## config.mk

```make
export PLATFORM = sky130hd
export DESIGN_NAME = tybec_axis_fork_tx_flat
export DESIGN_NICKNAME = d
export VERILOG_FILES = /design/src/rtl/tybec_axis_fork_tx_if.sv /design/src/rtl/tybec_axis_fork_tx.sv /design/src/flat_wrapper.sv
export SDC_FILE = /design/constraint.sdc
export NUM_CORES = 1
export LEC_CHECK = 0
export BUFFER_PORTS_ARGS = -buffer_cell sky130_fd_sc_hd__buf_4
export CELL_PAD_IN_SITES_DETAIL_PLACEMENT = 1
export CELL_PAD_IN_SITES_GLOBAL_PLACEMENT = 1
export CORE_AREA = 2 2 298 300
export CTS_BUF_LIST = sky130_fd_sc_hd__clkbuf_4 sky130_fd_sc_hd__clkbuf_8
export CTS_CLUSTER_DIAMETER = 40
export DETAILED_ROUTE_END_ITERATION = 6
export DIE_AREA = 0 0 300 302
export PLACE_DENSITY = 0.62
export SLEW_MARGIN = 20
export SYNTH_ARGS = -nofsm -noshare
export SYNTH_HDL_FRONTEND = slang
export SYNTH_SLANG_ARGS = --single-unit
```

## constraint.sdc

```tcl
create_clock -name aclk -period 15.2 [get_ports aclk]
set_input_delay 0.76 -clock aclk [delete_from_list [all_inputs] [get_ports aclk]]
set_output_delay 0.76 -clock aclk [all_outputs]
set_load 0.05 [all_outputs]
```

## src/rtl/tybec_axis_fork_tx_if.sv

```systemverilog
// rtl/tybec_axis_fork_tx_if.sv - main result stream in, C_NUM_CHANNELS AXIS masters out.
// Optional TY_AXIS_TLAST_EN adds cfg_nbeats and m_tlast.
interface tybec_axis_fork_tx_if #(
    parameter int C_DATA_WIDTH   = 256,
    parameter int C_NUM_CHANNELS = 2
);
    logic                                         ivalid;
    logic [C_DATA_WIDTH-1:0]                      idata;
    logic                                         iready;
    logic [C_NUM_CHANNELS-1:0]                    m_tvalid;
    logic [C_NUM_CHANNELS-1:0][C_DATA_WIDTH-1:0]  m_tdata;
    logic [C_NUM_CHANNELS-1:0]                    m_tready;
`ifdef TY_AXIS_TLAST_EN
    logic [31:0]                                  cfg_nbeats;
    logic [C_NUM_CHANNELS-1:0]                    m_tlast;

    modport master (
        input  ivalid, idata, m_tready, cfg_nbeats,
        output iready, m_tvalid, m_tdata, m_tlast
    );
    modport slave (
        output ivalid, idata, m_tready, cfg_nbeats,
        input  iready, m_tvalid, m_tdata, m_tlast
    );
`else
    modport master (
        input  ivalid, idata, m_tready,
        output iready, m_tvalid, m_tdata
    );
    modport slave (
        output ivalid, idata, m_tready,
        input  iready, m_tvalid, m_tdata
    );
`endif
endinterface

```

## src/rtl/tybec_axis_fork_tx.sv

```systemverilog
// rtl/tybec_axis_fork_tx.sv - broadcast FIFO feeding independent AXIS channels; word retires when all accept.
// Optional packet framing (m_tlast, cfg_nbeats) under macro TY_AXIS_TLAST_EN.
module tybec_axis_fork_tx #(
    parameter int C_DATA_WIDTH   = 256,
    parameter int C_NUM_CHANNELS = 2,
    parameter int C_FIFO_DEPTH   = 2
) (
    input  logic                  aclk,
    input  logic                  areset,
    tybec_axis_fork_tx_if.master  bus
);
    localparam int AW = $clog2(C_FIFO_DEPTH);
    localparam logic [AW:0] FULL_CNT = (AW+1)'(C_FIFO_DEPTH);

    logic [C_DATA_WIDTH-1:0]   mem [C_FIFO_DEPTH];
    logic [AW-1:0]             wr_ptr;
    logic [AW-1:0]             rd_ptr;
    logic [AW:0]               count;
    logic [AW:0]               count_nxt;
    logic [C_NUM_CHANNELS-1:0] sent;
    logic [C_NUM_CHANNELS-1:0] tvalid;
    logic [C_NUM_CHANNELS-1:0] hs;
    logic                      iready_q;
    logic                      empty;
    logic                      push;
    logic                      pop;

    // A channel that already took the head counts as accepted until the word retires.
    always_comb begin
        empty     = (count == '0);
        tvalid    = empty ? '0 : ~sent;
        hs        = tvalid & bus.m_tready;
        push      = bus.ivalid & iready_q;
        pop       = ~empty & (&(sent | hs));
        count_nxt = count + {{AW{1'b0}}, push} - {{AW{1'b0}}, pop};
    end

    always_ff @(posedge aclk) begin
        if (areset) begin
            wr_ptr   <= '0;
            rd_ptr   <= '0;
            count    <= '0;
            sent     <= '0;
            iready_q <= 1'b0;
            for (int i = 0; i < C_FIFO_DEPTH; i++) begin
                mem[i] <= '0;
            end
        end else begin
            if (push) begin
                mem[wr_ptr] <= bus.idata;
                wr_ptr      <= wr_ptr + AW'(1);
            end
            if (pop) begin
                rd_ptr <= rd_ptr + AW'(1);
                sent   <= '0;
            end else begin
                sent   <= sent | hs;
            end
            count    <= count_nxt;
            iready_q <= (count_nxt < FULL_CNT);
        end
    end

    assign bus.iready   = iready_q;
    assign bus.m_tvalid = tvalid;
    assign bus.m_tdata  = {C_NUM_CHANNELS{mem[rd_ptr]}};

`ifdef TY_AXIS_TLAST_EN
    logic [31:0] beat_cnt;
    logic [31:0] nbeats_q;
    logic [31:0] nbeats_eff;
    logic        last_beat;

    // Packet length is taken live on the first beat, then held for the rest of the packet.
    always_comb begin
        nbeats_eff = (beat_cnt == '0) ? bus.cfg_nbeats : nbeats_q;
        last_beat  = (nbeats_eff != '0) && (beat_cnt == nbeats_eff - 32'd1);
    end

    always_ff @(posedge aclk) begin
        if (areset) begin
            beat_cnt <= '0;
            nbeats_q <= '0;
        end else begin
            if (beat_cnt == '0) begin
                nbeats_q <= bus.cfg_nbeats;
            end
            if (pop) begin
                beat_cnt <= last_beat ? '0 : beat_cnt + 32'd1;
            end
        end
    end

    assign bus.m_tlast = tvalid & {C_NUM_CHANNELS{last_beat}};
`endif
endmodule

```

## src/flat_wrapper.sv

```systemverilog
// flat-port wrapper written by rule: the top's interface ports become plain ports
module tybec_axis_fork_tx_flat 
#(
    parameter int C_DATA_WIDTH   = 256,
    parameter int C_NUM_CHANNELS = 2,
    parameter int C_FIFO_DEPTH   = 2
)
  (aclk, areset, bus_ivalid, bus_idata, bus_m_tready, bus_iready, bus_m_tvalid, bus_m_tdata);
  tybec_axis_fork_tx_if #(.C_DATA_WIDTH(C_DATA_WIDTH), .C_NUM_CHANNELS(C_NUM_CHANNELS)) bus_i ();
  input  logic aclk;
  input  logic areset;
  input wire logic [$bits(bus_i.ivalid)-1:0] bus_ivalid;
  input wire logic [$bits(bus_i.idata)-1:0] bus_idata;
  input wire logic [$bits(bus_i.m_tready)-1:0] bus_m_tready;
  output wire logic [$bits(bus_i.iready)-1:0] bus_iready;
  output wire logic [$bits(bus_i.m_tvalid)-1:0] bus_m_tvalid;
  output wire logic [$bits(bus_i.m_tdata)-1:0] bus_m_tdata;
  assign bus_i.ivalid = bus_ivalid;
  assign bus_i.idata = bus_idata;
  assign bus_i.m_tready = bus_m_tready;
  assign bus_iready = bus_i.iready;
  assign bus_m_tvalid = bus_i.m_tvalid;
  assign bus_m_tdata = bus_i.m_tdata;
  tybec_axis_fork_tx #(.C_DATA_WIDTH(C_DATA_WIDTH), .C_NUM_CHANNELS(C_NUM_CHANNELS), .C_FIFO_DEPTH(C_FIFO_DEPTH)) u_core (.aclk(aclk), .areset(areset), .bus(bus_i));
endmodule
```

==> out/qor.yml <==
worst_pin_slew_ps: 993.6
drc: 0
fin_util_pct: 35.82
hold_violations: 0
grt_busiest_layer: "met2"
setup_viol: 0
r2r_slack_ps: 12010
grt_util_all_layers_pct: 13.95
grt_pass1_vias: 15520
root_buffer: "clkbuf_8"
period_share_pct: 31.76
syn_nets: 1923
syn_area_um2: 24140
critPathBufInv: 3
p_total_mw: 6.108
dp.cells: 3275
crit_required_ps: 14440
wl_per_cell_um: 19.19
vdd_drop_max_uv: 121.1
pre_cts_ws_ps: 10950
routed_wirelength_um: 66390
finalCriticalPeriod_ps: 4827
rows: 109
seq_area_frac_synth_pct: 64.34
path_delay_family: "buffers and inverters"
htreeDepth: 3
drt_iter0_markers: 604
finClkSkew_ps: 34.36
ctsResizeCount: 0
min_from: "bus_idata[250]"
start_kind: "register"
ys_warn_count: 0
cpMostUsedCell: "buf_4"
place.gp.congestion: 0.8559
ys_seq_elements: 520
cap_violations: 0
holdPathEnd: "u_core.mem[1][250]$_SDFFCE_PN0P_"
relSlewSlack_pct: 33.76
antenna_found_initial: 7
grt.overflow.total: 0
tns_ps: 0
dpl-instance-area_um2: 29260
antenna_left: 0
portBuffers: 775
core_area_um2: 87560
ios: 776
initial_core_util_pct: 27.58
postCtsHoldBufs: 0
fin_cells: 3460
drive_gt1_share_pct: 53.03
die_y_um: 302
hold_class: "in -> reg"
r2r-start: "u_core.bus.iready$_SDFF_PP0_"
drt-pass1-iter-count: 4
end_kind: "output pin"
tritoncts: "built"
rsz0062_at_grt: "no"
max_freq_mhz: 207.1
status: "finished, final reports clean"
crit_path_top_delay_cell: "dfxtp_4"
vias: 14520
worstReg2RegEnd: "u_core.mem[0][161]$_SDFFCE_PN0P_"
critical_path_class: "reg -> out"
cts_buffers: 100
grt_max_degree: 140
avgSynthCellArea_um2: 14.54
syn_inst: 1660
critPathMaxFanout: 67
dp_hpwl_um: 45110
clock_latency_ps: 680
nets: 2475
grt_use_met2_pct: 25.20
die_area_um2: 90600
timing.final.ws_setup_ps: 10370
slew_viol_final: 0
final_area_um2: 31370
power.density_nw_per_um2: 194.7
worstPathCellList: "buf_4, buf_4, mux2_2, buf_4"
slowest_delay_ps: 900
hold_depth: 2
arrival_ps: 4070
synth_cell_types: 22
use_met3_pct: 4.144
die_x_um: 300
area_delta_synth_final_pct: 29.91
gr-usage-met1_pct: 15.14
viasPerCell: 4.197
cts_buffer_depth: 3
hold_ws_ps: 357.6
clkTransAtPathRegs_ps: 60
cts_setup_buffers: 0
p_leak_nw: 13.15
cts_sinks: 520
grt_pass1_wl_um: 95850
reg2reg_depth: 4
[registers in the layout, summed over array words and instances, names as in the netlist, named ones only]
name               count
u_core.mem           512
u_core.rd_ptr          1
u_core.count           2
u_core.sent            2
u_core.bus.iready      1
u_core.wr_ptr          1
[power by group]
part	internal (mW)	switching, mW	total (mW)	leakage [nW]
Sequential	1.80	0.0682	1.87	5.42
Clock	0.824	0.615	1.44	1.07
Combinational	0.804	2.00	2.80	6.66
Total	3.43	2.68	6.11	13.1
[worst max path at each step]
stage | from | end | slack (ps) | depth (start not counted)
detailed placement | register | bus_m_tdata[191] | 10950 | 4
global placement | register | bus_m_tdata[191] | 11040 | 4
finish | register | bus_m_tdata[191] | 10370 | 4
global route | register | bus_m_tdata[191] | 10050 | 4
floorplan | bus_ivalid | u_core.mem[0][0]$_SDFFCE_PN0P_ | 1640 | 2
CTS | register | bus_m_tdata[191] | 10160 | 4
[layout by cell type, fill, tap and decap left out]
cell and count:
nor3_4 1, nor3b_4 1, nor3_1 2, or2_2 1
edfxtp_1 512, nor2_1 7, mux2_2 258, clkinv_1 22
a21oi_1 2, clkbuf_8 101, o21bai_4 1, nand2_2 1
buf_4 790, xnor2_1 2, buf_12 1, clkinvlp_4 8
o22ai_1 1, xor2_1 1, ha_1 2, or2_4 1
bufinv_16 8, clkbuf_4 25, inv_1 3, dfxtp_1 7
clkinv_2 10, clkinv_8 2, inv_8 2, clkinv_4 3
and2_1 512, diode_2 4, dfxtp_4 1, nor2b_1 3
[metal layers]
| layer | share of wire, % | wire length (um) |
|---|---|---|
| met5 | 0 | 0 |
| met4 | 3.3 | 2161 |
| met3 | 7.8 | 5201 |
| met2 | 52 | 34570 |
| met1 | 37 | 24450 |
[cells by family after synthesis]
group	Yosys count	synth area share (%)
XOR/XNOR	3	0.1088
adder cells (fa/ha/maj)	2	0.1036
AND/OR/NAND/NOR	529	13.67
AO/OA/AOI/OAI	4	0.09849
buffers and inverters	344	9.649
multiplexers	258	12.03
flip-flops	520	64.34
[Yosys cell counts]
cell type	instances	share of area [%]
ha_1	2	0.10
clkbuf_1	27	0.42
buf_4	258	8.0
nand2_2	1	0.026
edfxtp_1	512	64
nor2_1	7	0.11
clkbuf_2	24	0.50
o22ai_1	1	0.026
nor3_2	1	0.041
nor3b_2	1	0.052
xor2_1	1	0.036
inv_1	3	0.047
dfxtp_1	8	0.66
o21bai_1	1	0.031
nor3_1	2	0.041
mux2_2	258	12
and2_1	512	13
or2_2	2	0.052
a21oi_1	2	0.041
nor2b_1	3	0.078
xnor2_1	2	0.073
buf_2	32	0.66
[area by class of cell]
type / instances / area (um^2)
Antenna cell: 4 / 10.01
Sequential cell: 520 / 15540
Fill cell: 9372 / 56190
Clock inverter: 55 / 514.2
Timing Repair Buffer: 791 / 5951
Multi-Input combinational cell: 796 / 6306
Clock buffer: 126 / 1578
Tap cell: 1165 / 1458
Inverter: 3 / 11.26
Power figures use the tool's default switching activity.
